$ cat src/rtl/bg_grid_draw.sv
// -----------------------------------------------------------------------------
// bg_grid_draw
// Background renderer for the VGA path, and the lowest layer of the
// object-priority mux. Every pixel is classified into one of four regions:
// blank (off-screen), outside fill, playfield border, or checkerboard floor.
// The result is registered, so the colour has one cycle of latency.
// A small FSM makes the border flash when flashTrig pulses.
//
// Ports
//   clk             in   system clock
//   resetN          in   synchronous, active-low reset
//   pixelX[10:0]    in   current pixel column
//   pixelY[10:0]    in   current pixel row
//   startOfFrame    in   one-cycle pulse at frame start
//   flashTrig       in   one-cycle pulse that starts or restarts a flash
//   BG_RGB[7:0]     out  registered RRRGGGBB background colour
//   boardersDrawReq out  registered; high when the pixel is a border pixel
//   flashActive     out  registered; high while the flash FSM is not idle
// -----------------------------------------------------------------------------
module bg_grid_draw #(
   parameter int         FRAME_W       = 640,
   parameter int         FRAME_H       = 480,
   parameter int         BORDER_OFFSET = 30,
   parameter int         BORDER_THICK  = 2,
   parameter int         TILE_LOG2     = 5,
   parameter logic [7:0] BORDER_COLOR  = 8'hFC,
   parameter logic [7:0] FLASH_COLOR   = 8'hE0,
   parameter logic [7:0] FLOOR_A       = 8'h49,
   parameter logic [7:0] FLOOR_B       = 8'h6D,
   parameter logic [7:0] OUTSIDE_COLOR = 8'hFF,
   parameter int         FLASH_PERIOD  = 4,
   parameter int         FLASH_BLINKS  = 3
) (
   input  logic        clk,
   input  logic        resetN,
   input  logic [10:0] pixelX,
   input  logic [10:0] pixelY,
   input  logic        startOfFrame,
   input  logic        flashTrig,
   output logic [7:0]  BG_RGB,
   output logic        boardersDrawReq,
   output logic        flashActive
);

   // Region limits, all 11-bit unsigned
   localparam logic [10:0] FRAME_W_L = 11'(FRAME_W);
   localparam logic [10:0] FRAME_H_L = 11'(FRAME_H);
   localparam logic [10:0] XL        = 11'(BORDER_OFFSET);
   localparam logic [10:0] XR        = 11'(FRAME_W - 1 - BORDER_OFFSET);
   localparam logic [10:0] YT        = 11'(BORDER_OFFSET);
   localparam logic [10:0] YB        = 11'(FRAME_H - 1 - BORDER_OFFSET);
   localparam logic [10:0] XL_IN     = 11'(BORDER_OFFSET + BORDER_THICK - 1);
   localparam logic [10:0] XR_IN     = 11'(FRAME_W - BORDER_OFFSET - BORDER_THICK);
   localparam logic [10:0] YT_IN     = 11'(BORDER_OFFSET + BORDER_THICK - 1);
   localparam logic [10:0] YB_IN     = 11'(FRAME_H - BORDER_OFFSET - BORDER_THICK);
   localparam logic [10:0] FLOOR_X0  = 11'(BORDER_OFFSET + BORDER_THICK);
   localparam logic [10:0] FLOOR_Y0  = 11'(BORDER_OFFSET + BORDER_THICK);

   // Only bit TILE_LOG2 of the floor offset selects the tile colour, and the
   // low bits of a difference depend only on the low bits of its operands,
   // so a (TILE_LOG2+1)-bit subtraction is enough.
   localparam logic [TILE_LOG2:0] FLOOR_X0_LO = FLOOR_X0[TILE_LOG2:0];
   localparam logic [TILE_LOG2:0] FLOOR_Y0_LO = FLOOR_Y0[TILE_LOG2:0];
   localparam logic [TILE_LOG2:0] TILE_HALF   = (TILE_LOG2 + 1)'(1) << TILE_LOG2;

   // Flash FSM encoding and counter constants
   localparam logic [1:0] ST_IDLE      = 2'd0;
   localparam logic [1:0] ST_FLASH_ON  = 2'd1;
   localparam logic [1:0] ST_FLASH_OFF = 2'd2;

   localparam int FRAME_CW = $clog2(FLASH_PERIOD) + 1;
   localparam int BLINK_CW = $clog2(FLASH_BLINKS) + 1;
   localparam logic [FRAME_CW-1:0] FRAME_ONE  = FRAME_CW'(1);
   localparam logic [FRAME_CW-1:0] FRAME_LAST = FRAME_CW'(FLASH_PERIOD - 1);
   localparam logic [BLINK_CW-1:0] BLINK_ONE  = BLINK_CW'(1);
   localparam logic [BLINK_CW-1:0] BLINK_DONE = BLINK_CW'(FLASH_BLINKS);

   logic [1:0]          state_r;
   logic [1:0]          state_next_s;
   logic [FRAME_CW-1:0] frame_cnt_r;
   logic [FRAME_CW-1:0] frame_cnt_next_s;
   logic [BLINK_CW-1:0] blink_cnt_r;
   logic [BLINK_CW-1:0] blink_cnt_next_s;

   logic [TILE_LOG2:0]  dx_lo_s;
   logic [TILE_LOG2:0]  dy_lo_s;
   logic                tile_odd_s;
   logic [7:0]          border_color_s;
   logic [7:0]          rgb_next_s;
   logic                req_next_s;

   assign dx_lo_s    = pixelX[TILE_LOG2:0] - FLOOR_X0_LO;
   assign dy_lo_s    = pixelY[TILE_LOG2:0] - FLOOR_Y0_LO;
   assign tile_odd_s = (dx_lo_s >= TILE_HALF) ^ (dy_lo_s >= TILE_HALF);

   // Border colour follows the FSM state held before the current edge
   always_comb begin
      border_color_s = BORDER_COLOR;
      if (state_r == ST_FLASH_ON) begin
         border_color_s = FLASH_COLOR;
      end else begin
         border_color_s = BORDER_COLOR;
      end
   end

   // Region classification in priority order: blank, outside, border, floor
   always_comb begin
      rgb_next_s = 8'h00;
      req_next_s = 1'b0;
      if ((pixelX >= FRAME_W_L) || (pixelY >= FRAME_H_L)) begin
         rgb_next_s = 8'h00;
         req_next_s = 1'b0;
      end else if ((pixelX < XL) || (pixelX > XR) || (pixelY < YT) || (pixelY > YB)) begin
         rgb_next_s = OUTSIDE_COLOR;
         req_next_s = 1'b0;
      end else if ((pixelX <= XL_IN) || (pixelX >= XR_IN) ||
                   (pixelY <= YT_IN) || (pixelY >= YB_IN)) begin
         rgb_next_s = border_color_s;
         req_next_s = 1'b1;
      end else begin
         rgb_next_s = tile_odd_s ? FLOOR_B : FLOOR_A;
         req_next_s = 1'b0;
      end
   end

   // Flash FSM next state; a trigger overrides everything, including a
   // simultaneous frame pulse, which is then not counted
   always_comb begin
      state_next_s     = state_r;
      frame_cnt_next_s = frame_cnt_r;
      blink_cnt_next_s = blink_cnt_r;
      if (flashTrig) begin
         state_next_s     = ST_FLASH_ON;
         frame_cnt_next_s = '0;
         blink_cnt_next_s = '0;
      end else begin
         case (state_r)
            ST_IDLE: begin
               state_next_s     = ST_IDLE;
               frame_cnt_next_s = '0;
               blink_cnt_next_s = '0;
            end
            ST_FLASH_ON: begin
               if (startOfFrame) begin
                  if (frame_cnt_r == FRAME_LAST) begin
                     frame_cnt_next_s = '0;
                     blink_cnt_next_s = blink_cnt_r + BLINK_ONE;
                     state_next_s     = ST_FLASH_OFF;
                  end else begin
                     frame_cnt_next_s = frame_cnt_r + FRAME_ONE;
                  end
               end else begin
                  state_next_s = ST_FLASH_ON;
               end
            end
            ST_FLASH_OFF: begin
               if (startOfFrame) begin
                  if (frame_cnt_r == FRAME_LAST) begin
                     frame_cnt_next_s = '0;
                     if (blink_cnt_r == BLINK_DONE) begin
                        // counters are parked at zero while idle
                        state_next_s     = ST_IDLE;
                        blink_cnt_next_s = '0;
                     end else begin
                        state_next_s = ST_FLASH_ON;
                     end
                  end else begin
                     frame_cnt_next_s = frame_cnt_r + FRAME_ONE;
                  end
               end else begin
                  state_next_s = ST_FLASH_OFF;
               end
            end
            default: begin
               state_next_s     = ST_IDLE;
               frame_cnt_next_s = '0;
               blink_cnt_next_s = '0;
            end
         endcase
      end
   end

   // State, counters and all outputs, with synchronous active-low reset
   always_ff @(posedge clk) begin
      if (!resetN) begin
         state_r         <= ST_IDLE;
         frame_cnt_r     <= '0;
         blink_cnt_r     <= '0;
         BG_RGB          <= 8'h00;
         boardersDrawReq <= 1'b0;
         flashActive     <= 1'b0;
      end else begin
         state_r         <= state_next_s;
         frame_cnt_r     <= frame_cnt_next_s;
         blink_cnt_r     <= blink_cnt_next_s;
         BG_RGB          <= rgb_next_s;
         boardersDrawReq <= req_next_s;
         flashActive     <= (state_next_s != ST_IDLE);
      end
   end

endmodule

$ cat config.mk
export PLATFORM = sky130hd
export DESIGN_NAME = bg_grid_draw
export DESIGN_NICKNAME = d
export VERILOG_FILES = /design/src/rtl/bg_grid_draw.sv
export SDC_FILE = /design/constraint.sdc
export NUM_CORES = 1
export LEC_CHECK = 0
export BUFFER_PORTS_ARGS = -buffer_cell sky130_fd_sc_hd__buf_2
export CAP_MARGIN = 20
export CORE_UTILIZATION = 50
export DETAILED_ROUTE_END_ITERATION = 8
export HOLD_SLACK_MARGIN = 0.1
export PLACE_DENSITY = 0.85
export SLEW_MARGIN = 20
export SYNTH_ARGS = -nofsm -noshare
export SYNTH_HDL_FRONTEND = slang
export SYNTH_SLANG_ARGS = --single-unit
$ cat constraint.sdc
create_clock -name clk -period 3.9 [get_ports clk]
set_clock_uncertainty 0.1 [all_clocks]
set_input_delay 0.195 -clock clk [delete_from_list [all_inputs] [get_ports clk]]
set_output_delay 0.195 -clock clk [all_outputs]
set_load 0.05 [all_outputs]
==> results.sh <==
export IMPL_first_iter_violations=6
export IMPL_stdcell_count=165
export IMPL_fp_dieH_um=45.1
export IMPL_syn_area_per_cell_sq_um=9.18
export IMPL_htreeDepth=1
export IMPL_fmax_ghz=0.478
export IMPL_crit_path_cell_trace="ha_1 -> ha_1 -> nand4bb_1 -> a311oi_1 -> a21oi_1 -> nor2_1 -> dlygate4sd3_1"
export IMPL_place_gp_congestion=0.804
export IMPL_final_net_count=172
export IMPL_syn_area_sq_um=927
export IMPL_numClockSinks=18
export IMPL_p_leak_nw=0.540
export IMPL_grt_max_degree=11
export IMPL_hold_class="input pin to flop"
export IMPL_diodes=0
export IMPL_synth_edf_count=0
export IMPL_placedCellCount=158
export IMPL_viasPerCell=5.25
export IMPL_synthFlopType="dfxtp_1"
export IMPL_grt_usage_pct=20.1
export IMPL_cts_resized=0
export IMPL_setup_violations_final=0
export IMPL_antenna_found_initial=0
export IMPL_maxCapViolCount=0
export IMPL_synthesis_nets=132
export IMPL_initial_core_util_pct=53.7
export IMPL_relSlewSlack_pct=63.5
export IMPL_rsz0062_at_grt="false"
export IMPL_cts_buffers=3
export IMPL_ys_warn_count=0
export IMPL_peakVddDrop_v=0.000150
export IMPL_io_buffers=34
export IMPL_ant_nets=0
export IMPL_grt_pass1_vias=771
export IMPL_power_w=0.000359
export IMPL_die_area_sq_um=2030
export IMPL_grt_first_pass_wirelength_mm=2.99
export IMPL_drive_gt1_share_pct=33.6
export IMPL_worstMarginPinSlew_ps=544
export IMPL_crit_arrival_ps=2220
export IMPL_cp_common_cell="ha_1"
export IMPL_syn_to_final_growth_pct=27.8
export IMPL_period_minus_slack_ps=2090
export IMPL_synth_distinct_cells=38
export IMPL_crit_path_end_kind="flop"
export IMPL_drc=0
export IMPL_start_kind="flop"
export IMPL_cts_hold_buf=2
export IMPL_status="finished clean"
export IMPL_wl_per_cell_um=11.3
export IMPL_finalCritPeriodShare_pct=53.6
export IMPL_synthArstFlopShare_pct=0
export IMPL_ys_ff_latch=18
export IMPL_clock_latency_ps=280
export IMPL_slowest_delay_ps=540
export IMPL_cts_root_buf="clkbuf_4"
export IMPL_pin_count=36
export IMPL_overflow=0
export IMPL_clk_transition_reported_paths_ps=100
export IMPL_num_rows=15
export IMPL_power_density_nw_per_um2=303
export IMPL_worst_setup_path_type="flop to flop"
export IMPL_routed_wl_mm=1.86
export IMPL_synthCells=101
export IMPL_hold_violations=0
export IMPL_ys_seq_area_share_pct=38.9
export IMPL_crit_fanout=3
export IMPL_hpwl_mm=1.51
export IMPL_whs_ps=155
export IMPL_clockBufferDepth=2
export IMPL_route_vias_total=867
export IMPL_crit_required_ps=4030
export IMPL_cts_tree="built"
export IMPL_cts_setup_buffers=0
export IMPL_die_width_um=45.1
export IMPL_dr_pass1_iters=6
export IMPL_core_sq_um=1730
export IMPL_fin_util_pct=68.6
export IMPL_timing_setup_tns_ps=0
export IMPL_slew_violations=0
export IMPL_cpMaxStageDelayCell="dlygate4sd3_1"
==> stage by stage <==
stage / cell area, sq um / setup slack, ps
2_1_floorplan: 927 / 2270
3_3_place_gp: 1120 / 2210
3_5_place_dp: 1120 / 2130
4_1_cts: 1170 / 1820
5_1_grt: 1180 / 1630
6_report: 1180 / 1810
==> layout make-up <==
| cell class | count | area [sq um] |
|---|---|---|
| flip-flops and latches | 18 | 360 |
| multi-input cells | 72 | 523 |
| clock buffers | 4 | 36.3 |
| repair buffers | 37 | 200 |
| fillers | 157 | 542 |
| well taps | 25 | 31.3 |
| inverters | 9 | 33.8 |
==> path summary, 6_finish.rpt <==
kind | from | to | slack, ps | depth (start not counted)
worst max-delay path | blink_cnt_r[0] | state_r[0] | 1810 | 7
worst min-delay path | startOfFrame | frame_cnt_r[2] | 150 | 2
worst max register to register | blink_cnt_r[0] | state_r[0] | 1810 | 7
worst min register to register | frame_cnt_r[2] | frame_cnt_r[2] | 360 | 2
==> critical path: cells and delay by family (launching register included) <==
kind | cells | cell delay [ps]
buf+inv | 1 | 540
compound gates | 2 | 400
fa+ha+maj | 2 | 380
flops | 1 | 340
simple gates | 2 | 280
==> flip-flops by register name (all words and copies together) (netlist names) <==
signal / cells
frame_cnt_r: 3
flashActive: 1
blink_cnt_r: 3
boardersDrawReq: 1
state_r: 2
BG_RGB: 8
==> Yosys cell counts (2+ instances only) <==
cell type	number	area, sq um
nor3_1	3	15.0
o21ai_0	3	15.0
nand2b_1	4	25.0
and2_2	2	15.0
buf_2	2	10.0
inv_1	9	33.8
ha_1	5	62.6
nor2_1	10	37.5
mux2i_1	5	50.1
nand2_1	2	7.51
a41oi_1	2	17.5
nor4_1	2	12.5
nand3_1	3	15.0
a21oi_1	7	35.0
nand4_1	2	12.5
dfxtp_1	18	360
==> per-layer routing <==
layer / wire [um] / part of all wire, % / global-route usage [%]
met2: 954 / 51 / 35.9
met3: 74 / 4.0 / 2.40
met4: 20 / 1.1 / 9.09
met5: 0 / 0 / 0
met1: 813 / 44 / 23.8
==> power breakdown <==
group,internal (W),leakage [nW],switching [W]
combinational,0.0000249,0.373,0.0000362
clock,0.0000567,0.0210,0.0000528
sequential,0.000187,0.146,0.00000127
total,0.000269,0.540,0.0000903
==> logic make-up after synthesis <==
family / Yosys count / synth area share, %
flip-flops: 18 / 38.9
buffers and inverters: 11 / 4.72
adder cells (fa/ha/maj): 5 / 6.75
XOR/XNOR: 1 / 0.945
AND/OR/NAND/NOR: 38 / 25.1
multiplexers: 5 / 5.40
AO/OA/AOI/OAI: 23 / 18.2
==> cell usage in the layout (no fill, tap or decap), types with 2 or more instances in the layout <==
cell type / count
a41oi_1: 2
dfxtp_1: 18
nor2_1: 10
inv_1: 9
dlygate4sd3_1: 3
nand2b_1: 4
and2_2: 2
nand4_1: 2
clkbuf_4: 3
nor3_1: 3
o21ai_0: 3
nand2_1: 2
mux2i_1: 5
buf_2: 34
nor4_1: 2
nand3_1: 3
ha_1: 5
a21oi_1: 7
No activity file was read; power rests on OpenSTA's default activity.
